==> src/rtl/fpnew_pkg.sv <==
`default_nettype none
// ============================================================================
// Module  : fpnew_pkg
// Purpose : Shared FPU types used by the lane serializer and its neighbours:
//           IEEE exception flags, rounding modes and operation encodings.
// Ports   : none (package)
// Rev     : 1.0  initial release
// ============================================================================
package fpnew_pkg;

    // Exception flags, NX in the LSB.
    typedef struct packed {
        logic NV;
        logic DZ;
        logic OF;
        logic UF;
        logic NX;
    } status_t;

    typedef enum logic [2:0] {
        RNE = 3'b000,
        RTZ = 3'b001,
        RDN = 3'b010,
        RUP = 3'b011,
        RMM = 3'b100,
        ROD = 3'b101,
        DYN = 3'b111
    } roundmode_e;

    typedef enum logic [3:0] {
        FMADD    = 4'd0,
        FNMSUB   = 4'd1,
        ADD      = 4'd2,
        MUL      = 4'd3,
        DIV      = 4'd4,
        SQRT     = 4'd5,
        SGNJ     = 4'd6,
        MINMAX   = 4'd7,
        CMP      = 4'd8,
        CLASSIFY = 4'd9,
        F2F      = 4'd10,
        F2I      = 4'd11,
        I2F      = 4'd12,
        CPKAB    = 4'd13,
        CPKCD    = 4'd14
    } operation_e;

endpackage
`default_nettype wire

==> src/rtl/fpnew_lane_serializer.sv <==
`default_nettype none
// ============================================================================
// Module  : fpnew_lane_serializer
// Purpose : Accepts one packed (possibly SIMD) FP operation, feeds its lanes
//           one at a time through a single scalar lane unit, and reassembles
//           the packed result with OR-accumulated status of unmasked lanes.
// Ports   : clk_i/rst_i            clock, synchronous active-high reset
//           operands_i..flush_i    upstream operation handshake + flush
//           result_o..busy_o       packed result handshake, busy flag
//           lane_*_o / lane_*_i    request/response to the scalar lane unit
// Rev     : 1.0  initial release
// ============================================================================
module fpnew_lane_serializer
    import fpnew_pkg::*;
#(
    parameter int  Width       = 32,
    parameter int  FpWidth     = 16,
    parameter int  NumOperands = 3,
    parameter type TagType     = logic
) (
    input  logic                                   clk_i,
    input  logic                                   rst_i,
    // upstream
    input  logic [NumOperands-1:0][Width-1:0]      operands_i,
    input  logic [NumOperands-1:0]                 is_boxed_i,
    input  roundmode_e                             rnd_mode_i,
    input  operation_e                             op_i,
    input  logic                                   op_mod_i,
    input  logic                                   vectorial_op_i,
    input  TagType                                 tag_i,
    input  logic [Width/FpWidth-1:0]               simd_mask_i,
    input  logic                                   in_valid_i,
    output logic                                   in_ready_o,
    input  logic                                   flush_i,
    // result
    output logic [Width-1:0]                       result_o,
    output status_t                                status_o,
    output logic                                   extension_bit_o,
    output TagType                                 tag_o,
    output logic                                   out_valid_o,
    input  logic                                   out_ready_i,
    output logic                                   busy_o,
    // lane unit
    output logic [NumOperands-1:0][FpWidth-1:0]    lane_operands_o,
    output logic [NumOperands-1:0]                 lane_is_boxed_o,
    output roundmode_e                             lane_rnd_mode_o,
    output operation_e                             lane_op_o,
    output logic                                   lane_op_mod_o,
    output logic                                   lane_valid_o,
    input  logic                                   lane_ready_i,
    output logic                                   lane_flush_o,
    input  logic [FpWidth-1:0]                     lane_result_i,
    input  status_t                                lane_status_i,
    input  logic                                   lane_ext_bit_i,
    input  logic                                   lane_valid_i,
    output logic                                   lane_ready_o
);

    localparam int NUM_LANES = Width / FpWidth;
    localparam int IDX_W     = (NUM_LANES > 1) ? $clog2(NUM_LANES) : 1;
    localparam int LANES_W   = NUM_LANES * FpWidth;
    localparam int PAD_W     = Width - LANES_W;

    typedef enum logic [1:0] {
        ST_IDLE  = 2'd0,
        ST_ISSUE = 2'd1,
        ST_WAIT  = 2'd2,
        ST_DONE  = 2'd3
    } state_e;

    state_e                               r_state;
    state_e                               w_state_nxt;

    logic [NumOperands-1:0][Width-1:0]    r_operands;
    logic [NumOperands-1:0]               r_is_boxed;
    roundmode_e                           r_rnd_mode;
    operation_e                           r_op;
    logic                                 r_op_mod;
    logic                                 r_vectorial;
    TagType                               r_tag;
    logic [NUM_LANES-1:0]                 r_simd_mask;
    logic [IDX_W-1:0]                     r_lane_idx;
    status_t                              r_status;
    logic                                 r_ext;
    logic [NUM_LANES-1:0][FpWidth-1:0]    r_slots;

    logic                                 w_accept;
    logic                                 w_lane_done;
    logic                                 w_is_last;
    logic [IDX_W-1:0]                     w_last_idx;
    logic [31:0]                          w_lane_base;
    logic [LANES_W-1:0]                   w_lanes;

    // Scalar operations only ever use lane 0.
    assign w_last_idx  = r_vectorial ? IDX_W'(NUM_LANES - 1) : '0;
    assign w_is_last   = (r_lane_idx == w_last_idx);
    assign w_accept    = in_ready_o & in_valid_i;
    assign w_lane_done = lane_ready_o & lane_valid_i;

    // ------------------------------------------------------------------
    // FSM: state register
    // ------------------------------------------------------------------
    always_ff @(posedge clk_i) begin
        if (rst_i) begin
            r_state <= ST_IDLE;
        end else begin
            r_state <= w_state_nxt;
        end
    end

    // ------------------------------------------------------------------
    // FSM: next state
    // ------------------------------------------------------------------
    always_comb begin
        w_state_nxt = r_state;
        case (r_state)
            ST_IDLE:  if (w_accept)     w_state_nxt = ST_ISSUE;
            ST_ISSUE: if (lane_ready_i) w_state_nxt = ST_WAIT;
            ST_WAIT:  if (w_lane_done)  w_state_nxt = w_is_last ? ST_DONE : ST_ISSUE;
            ST_DONE:  if (out_ready_i)  w_state_nxt = ST_IDLE;
            default:                    w_state_nxt = ST_IDLE;
        endcase
        // Flush overrides everything, including an in-flight lane response.
        if (flush_i) begin
            w_state_nxt = ST_IDLE;
        end
    end

    // ------------------------------------------------------------------
    // FSM: outputs (handshakes are gated by flush so nothing is accepted
    // or produced in the cycle the pipeline is being emptied)
    // ------------------------------------------------------------------
    always_comb begin
        in_ready_o   = (r_state == ST_IDLE)  & ~flush_i;
        lane_valid_o = (r_state == ST_ISSUE) & ~flush_i;
        lane_ready_o = (r_state == ST_WAIT)  & ~flush_i;
        out_valid_o  = (r_state == ST_DONE)  & ~flush_i;
        busy_o       = (r_state != ST_IDLE);
    end

    assign lane_flush_o = flush_i;

    // ------------------------------------------------------------------
    // Datapath
    // ------------------------------------------------------------------
    always_ff @(posedge clk_i) begin
        if (rst_i) begin
            r_operands  <= '0;
            r_is_boxed  <= '0;
            r_rnd_mode  <= RNE;
            r_op        <= FMADD;
            r_op_mod    <= 1'b0;
            r_vectorial <= 1'b0;
            r_tag       <= '0;
            r_simd_mask <= '0;
            r_lane_idx  <= '0;
            r_status    <= '0;
            r_ext       <= 1'b0;
            r_slots     <= '0;
        end else if (flush_i) begin
            r_lane_idx  <= '0;
            r_status    <= '0;
        end else begin
            if (w_accept) begin
                r_operands  <= operands_i;
                r_is_boxed  <= is_boxed_i;
                r_rnd_mode  <= rnd_mode_i;
                r_op        <= op_i;
                r_op_mod    <= op_mod_i;
                r_vectorial <= vectorial_op_i;
                r_tag       <= tag_i;
                r_simd_mask <= simd_mask_i;
                r_lane_idx  <= '0;
                r_status    <= '0;
            end
            if (w_lane_done) begin
                r_slots[r_lane_idx] <= lane_result_i;
                // Masked lanes are computed but must not raise flags.
                if (r_simd_mask[r_lane_idx]) begin
                    r_status <= r_status | lane_status_i;
                end
                if (r_lane_idx == '0) begin
                    r_ext <= lane_ext_bit_i;
                end
                if (!w_is_last) begin
                    r_lane_idx <= r_lane_idx + IDX_W'(1);
                end
            end
        end
    end

    // ------------------------------------------------------------------
    // Lane request: slice of each captured operand for the current lane
    // ------------------------------------------------------------------
    assign w_lane_base = 32'(r_lane_idx) * 32'(FpWidth);

    always_comb begin
        lane_operands_o = '0;
        for (int k = 0; k < NumOperands; k++) begin
            lane_operands_o[k] = r_operands[k][w_lane_base +: FpWidth];
        end
    end

    assign lane_is_boxed_o = r_is_boxed;
    assign lane_rnd_mode_o = r_rnd_mode;
    assign lane_op_o       = r_op;
    assign lane_op_mod_o   = r_op_mod;

    // ------------------------------------------------------------------
    // Result assembly: lanes never issued (scalar op) are filled with the
    // lane-0 extension bit so the scalar result comes out NaN-boxed.
    // ------------------------------------------------------------------
    always_comb begin
        w_lanes = '0;
        for (int i = 0; i < NUM_LANES; i++) begin
            if (r_vectorial || (i == 0)) begin
                w_lanes[i*FpWidth +: FpWidth] = r_slots[i];
            end else begin
                w_lanes[i*FpWidth +: FpWidth] = {FpWidth{r_ext}};
            end
        end
    end

    generate
        if (PAD_W > 0) begin : g_pad
            assign result_o = {{PAD_W{r_ext}}, w_lanes};
        end else begin : g_nopad
            assign result_o = w_lanes;
        end
    endgenerate

    assign status_o        = r_status;
    assign extension_bit_o = r_ext;
    assign tag_o           = r_tag;

endmodule
`default_nettype wire

==> config.mk <==
export PLATFORM = sky130hd
export DESIGN_NAME = fpnew_lane_serializer
export DESIGN_NICKNAME = d
export VERILOG_FILES = /design/src/rtl/fpnew_pkg.sv /design/src/rtl/fpnew_lane_serializer.sv
export SDC_FILE = /design/constraint.sdc
export NUM_CORES = 1
export LEC_CHECK = 0
export ABC_CLOCK_PERIOD_IN_PS = 1600
export BUFFER_PORTS_ARGS = -buffer_cell sky130_fd_sc_hd__buf_2
export CORE_ASPECT_RATIO = 0.9
export CORE_UTILIZATION = 40
export CTS_CLUSTER_DIAMETER = 50
export DETAILED_ROUTE_END_ITERATION = 8
export GPL_TIMING_DRIVEN = 0
export PLACE_DENSITY_LB_ADDON = 0.25
export SKIP_LAST_GASP = 1
export SYNTH_ARGS = -nofsm -noshare
export SYNTH_HDL_FRONTEND = slang
export SYNTH_SLANG_ARGS = --single-unit
==> constraint.sdc <==
create_clock -name clk_i -period 1.6 [get_ports clk_i]
set_input_delay 0.16 -clock clk_i [delete_from_list [all_inputs] [get_ports clk_i]]
set_output_delay 0.16 -clock clk_i [all_outputs]
set_load 0.005 [all_outputs]
# == After elaboration in Yosys (flattened, before gate mapping) ==
# Cells that the tools add are included.
# word_totals
register_bits,152
in_bits,140
out_inout_bits,104
word_cells,70
# classes
add_sub_neg,1
n_lt_le_gt_ge,2
n_eq_ne,8
n_shift,3
n_mux,19
n_bitwise,9
reduce_logical,8
# op_table
op,n
$shiftx 32x6->16,3
$bwmux 32,1
$mux 16,2
$demux 16 s1,1
$mux 5,3
$mux 2,5
$ne 2x2->1 const B,4
$pmux 2 s4,1
$and 1x1->1,6
$mux 1,6
$or 5x5->5,1
$eq 2x2->1 const B,2
$reduce_and 2->1,2
$reduce_and 4->1,1
$reduce_and 3->1,1
$eq 2x1->1 const B,1
$logic_not 2->1,1
$lt 1x2->1 const B,1
$not 1->1,2
$reduce_bool 2->1,1
$reduce_or 2->1,1
$add 1x1->1 const B,1
$eq 1x1->1,1
$ge 1x1->1 const B,1
$logic_and 1x1->1,1

# == Longest topological paths before layout ==
# depth
word_depth,6
mapped_depth,5
mapped_depth_nobuf,3

# == Worst setup path before layout ==
# OpenSTA, ideal clock, no wires.
# synth_timing
path_type,register -> register
start,register r_state[0]
end,register r_vectorial
setup_time_ns,0.132
t_arrival_ns,1.305
required_time_ns,1.468
path_slack_ns,0.162
path_stages_with_launch,6
n_path_buf,2
period_less_slack_ns,1.438
path_cell_list,dfxtp_1 -> or4b_1 -> buf_4 -> buf_6 -> nand2_1 -> a21oi_1
# synth_between
elab_chain_len,4
# synth_rtl
item,line_no,source
from (decl),fpnew_lane_serializer.sv:71,state_e r_state;
from (signal assigned),fpnew_lane_serializer.sv:107,r_state <= w_state_nxt;
$logic_not 2->1,fpnew_lane_serializer.sv:134,in_ready_o = (r_state == ST_IDLE) & ~flush_i;
$and 1x1->1,fpnew_lane_serializer.sv:134,
$and 1x1->1,fpnew_lane_serializer.sv:97,assign w_accept = in_ready_o & in_valid_i;
$reduce_and 2->1 (no line),n/a,
to (signal assigned),fpnew_lane_serializer.sv:170,r_vectorial <= vectorial_op_i;
to (decl),fpnew_lane_serializer.sv:79,logic r_vectorial;
# No other way between the ends.
# A chain may end at the register's enable or synchronous reset.

==> reports/metrics.cfg <==
[synthesis]
synthCells=764
ys_seq_area_share_pct=46.80
avgSynthCellArea_um2=8.511
ys_seq_elements=152
syn_nets=904
netlist.area_leader.share_pct=46.80
synth_area_leaders=dfxtp_1 (47%), nand2_1 (15%), a21oi_1 (8.8%), mux2_2 (8.3%), mux2i_1 (5.2%)
netlist_area_um2=6502
yosysWarnings=0
yosys.area.top_type=dfxtp_1
synth.distinct_cells=30

[cts]
insertion_delay_ps=420
htree_num_levels=4
cts_tree=yes
cts.clk_slew.worst_paths_ps=60
cts.sinks=152
clock_path_buffers=2
numCtsBuffers=17
root_buffer=clkbuf_16

[timing]
rsz0062_at_grt=true
finalSetupViolCount=125
maxSlewViolCount=0
period_share_pct=107.4
layout_setup_ws_ps=-118.8
hold_viol=0
layout_min_cycle_time_ps=1719
max_freq_mhz=581.8
tightest_slew_ps=823.9
skew_ps=10.08
slew_headroom_pct=45.07

[power]
power_density_nw_per_um2=837.4
p_leak_nw=5.076
peakVddDrop_mv=0.8871

[critical_path]
critPathMaxFanout=7
cpMaxStageDelayCell=dfxtp_4
crit_type=flip-flop to output pin
crit_path_cell_trace=buf_12, clkbuf_16, mux2_4, buf_6
path_buf_inv=3
critical_path.startpoint=r_lane_idx
crit_family=buffers and inverters
endpoint_kind=output pin
critPathLaunchType=flip-flop
reg2reg_from=r_state[0]
crit_required_ps=1440
slowest_delay_ps=380
arrival_ps=1560

[run_status]
status=finished, violations left
violations=negative setup slack

[detailed_routing]
drt_iter0_drc=352
vias=6861
wl_um=24180
drc=0
wl_per_cell_um=17.65
drtAntennaViolNets=0
dr.pass1.iters=5
routed_via_density=5.008

[global_route]
grt_max_degree=17
grt_pass1_vias=6224
antenna_found_initial=1
grt_util_met3_pct=6.355
grt_pass1_wl_um=30340
gr-usage-met2_pct=39.66
grt-busiest-layer=met2
grt_usage_pct=23.67
gr-total-overflow=0
use_met1_pct=29.35

[floorplan]
io_pins=244
chipWidth_um=136.4
initial_core_util_pct=41.53
die_h_um=123.0
coreArea_um2=15660
die_area_um2=16770
fp-row-count=43

[placed_design]
place_area_um2=7966
dp_cells=1208
gp_congestion=0.7787
hpwl_um=12800
port_buffers=242

[final_layout]
drive_above_1_share_pct=44.90
final_nets=1294
n_fill_cell=1101
fin_cells=1370
area_growth_pct=74.91
fin_area_um2=11370
layout_common_cells=nand2_1 (198), buf_2 (198), dfxtp_1 (148), dlygate4sd3_1 (105), a21oi_1 (61)

[run]
maxCapViolations=0

[hold_path]
hp-class=input port to flip-flop
hp-start=tag_i

[registers in the layout, indices dropped and copies added, names as in the netlist]
register and cells:
lane_is_boxed_o 3, lane_op_o 4, r_slots 16, lane_rnd_mode_o 3
r_vectorial 1, r_lane_idx 1, status_o 5, result_o 16
r_state 2, tag_o 1, lane_op_mod_o 1, r_operands 96
r_simd_mask 2, extension_bit_o 1
[kinds of logic after synthesis]
kind of cell	count (synthesis)	synth area share, %
mux	82	13.55
simple gates	330	22.34
xor+xnor	1	0.1347
flops	152	46.80
buf+inv	74	7.139
compound gates	125	10.04
[power by group]
group,internal [mW],switching [mW]
clock network,2.43,1.61
registers,3.92,0.112
logic,0.820,0.633
[per-stage QoR]
step	setup WS (ps)	hold slack [ps]	setup TNS [ps]	utilization, %	total power, mW
3_3_place_gp	-184.8	403.2	-17560	50.88	4.877
6_report	-118.8	15.24	-6911	72.64	9.524
4_1_cts	-120.0	0.8746	-4545	62.78	9.101
5_1_grt	-162.6	13.06	-10950	72.64	9.853
3_5_place_dp	-203.5	405.5	-19390	50.88	4.886
2_1_floorplan	162.3	296.0	0	-	4.496
[cells in the mapped netlist (all sizes together)]
library cell,count
and3b,1
and4bb,1
o21a,5
a31o,1
a211oi,2
mux2,48
clkbuf,28
nand4bb,1
nor2,9
dfxtp,152
o21ai,1
a21oi,114
or4b,1
nand2,256
nor4b,1
o211ai,1
a211o,1
buf,46
or2,2
xor2,1
nand3b,1
nor3,5
nand2b,49
nor3b,3
mux2i,34
[worst paths after layout]
| check | endpoint | slack, ps | depth (start not counted) |
|---|---|---|---|
| max | lane_operands_o[6] | -120 | 4 |
| min | tag_o | 20 | 3 |
| max reg2reg | r_operands[64] | -120 | 5 |
| min reg2reg | lane_op_o[3] | 450 | 2 |
[final cells by class]
class                      count  area (um2)  area share (%)
multi-input combinational    538        3747           32.95
sequential                   152        3053           26.84
timing repair buffer         372        3042           26.74
buffer                        73       684.4           6.018
clock buffer                  22       474.2           4.169
tap                          202       252.7           2.222
clock inverter                10       117.6           1.034
antenna                        1       2.502         0.02200
[layer usage]
| layer | vias to the layer above | share of wire [%] | wire, um |
|---|---|---|---|
| li1 | 3282 | - | - |
| met1 | 3208 | 41 | 9806 |
| met2 | 308 | 50 | 12000 |
| met3 | 63 | 7.1 | 1717 |
| met4 | 0 | 2.7 | 655 |
| met5 | - | 0 | 0 |
[worst register-to-register path, cell delays in order (launching register included)]
cell     delay (ps)
dfxtp_4         370
or4b_4          650
buf_8           200
buf_12          140
nand2_1         110
a21oi_1         100
[what timing repair did]
| action | 4_1_cts | 5_1_grt |
|---|---|---|
| gates resized for setup | 54 | 280 |
| hold buffers | 105 | 0 |
| pin swaps | 0 | 93 |
| buffers inserted | 4 | 4 |
| cloned | 0 | 17 |
| hold endpoints to repair | 105 | 0 |
| endpoints found under the setup margin | 174 | 158 |
Note: power is estimated with default switching activity, not from simulation.
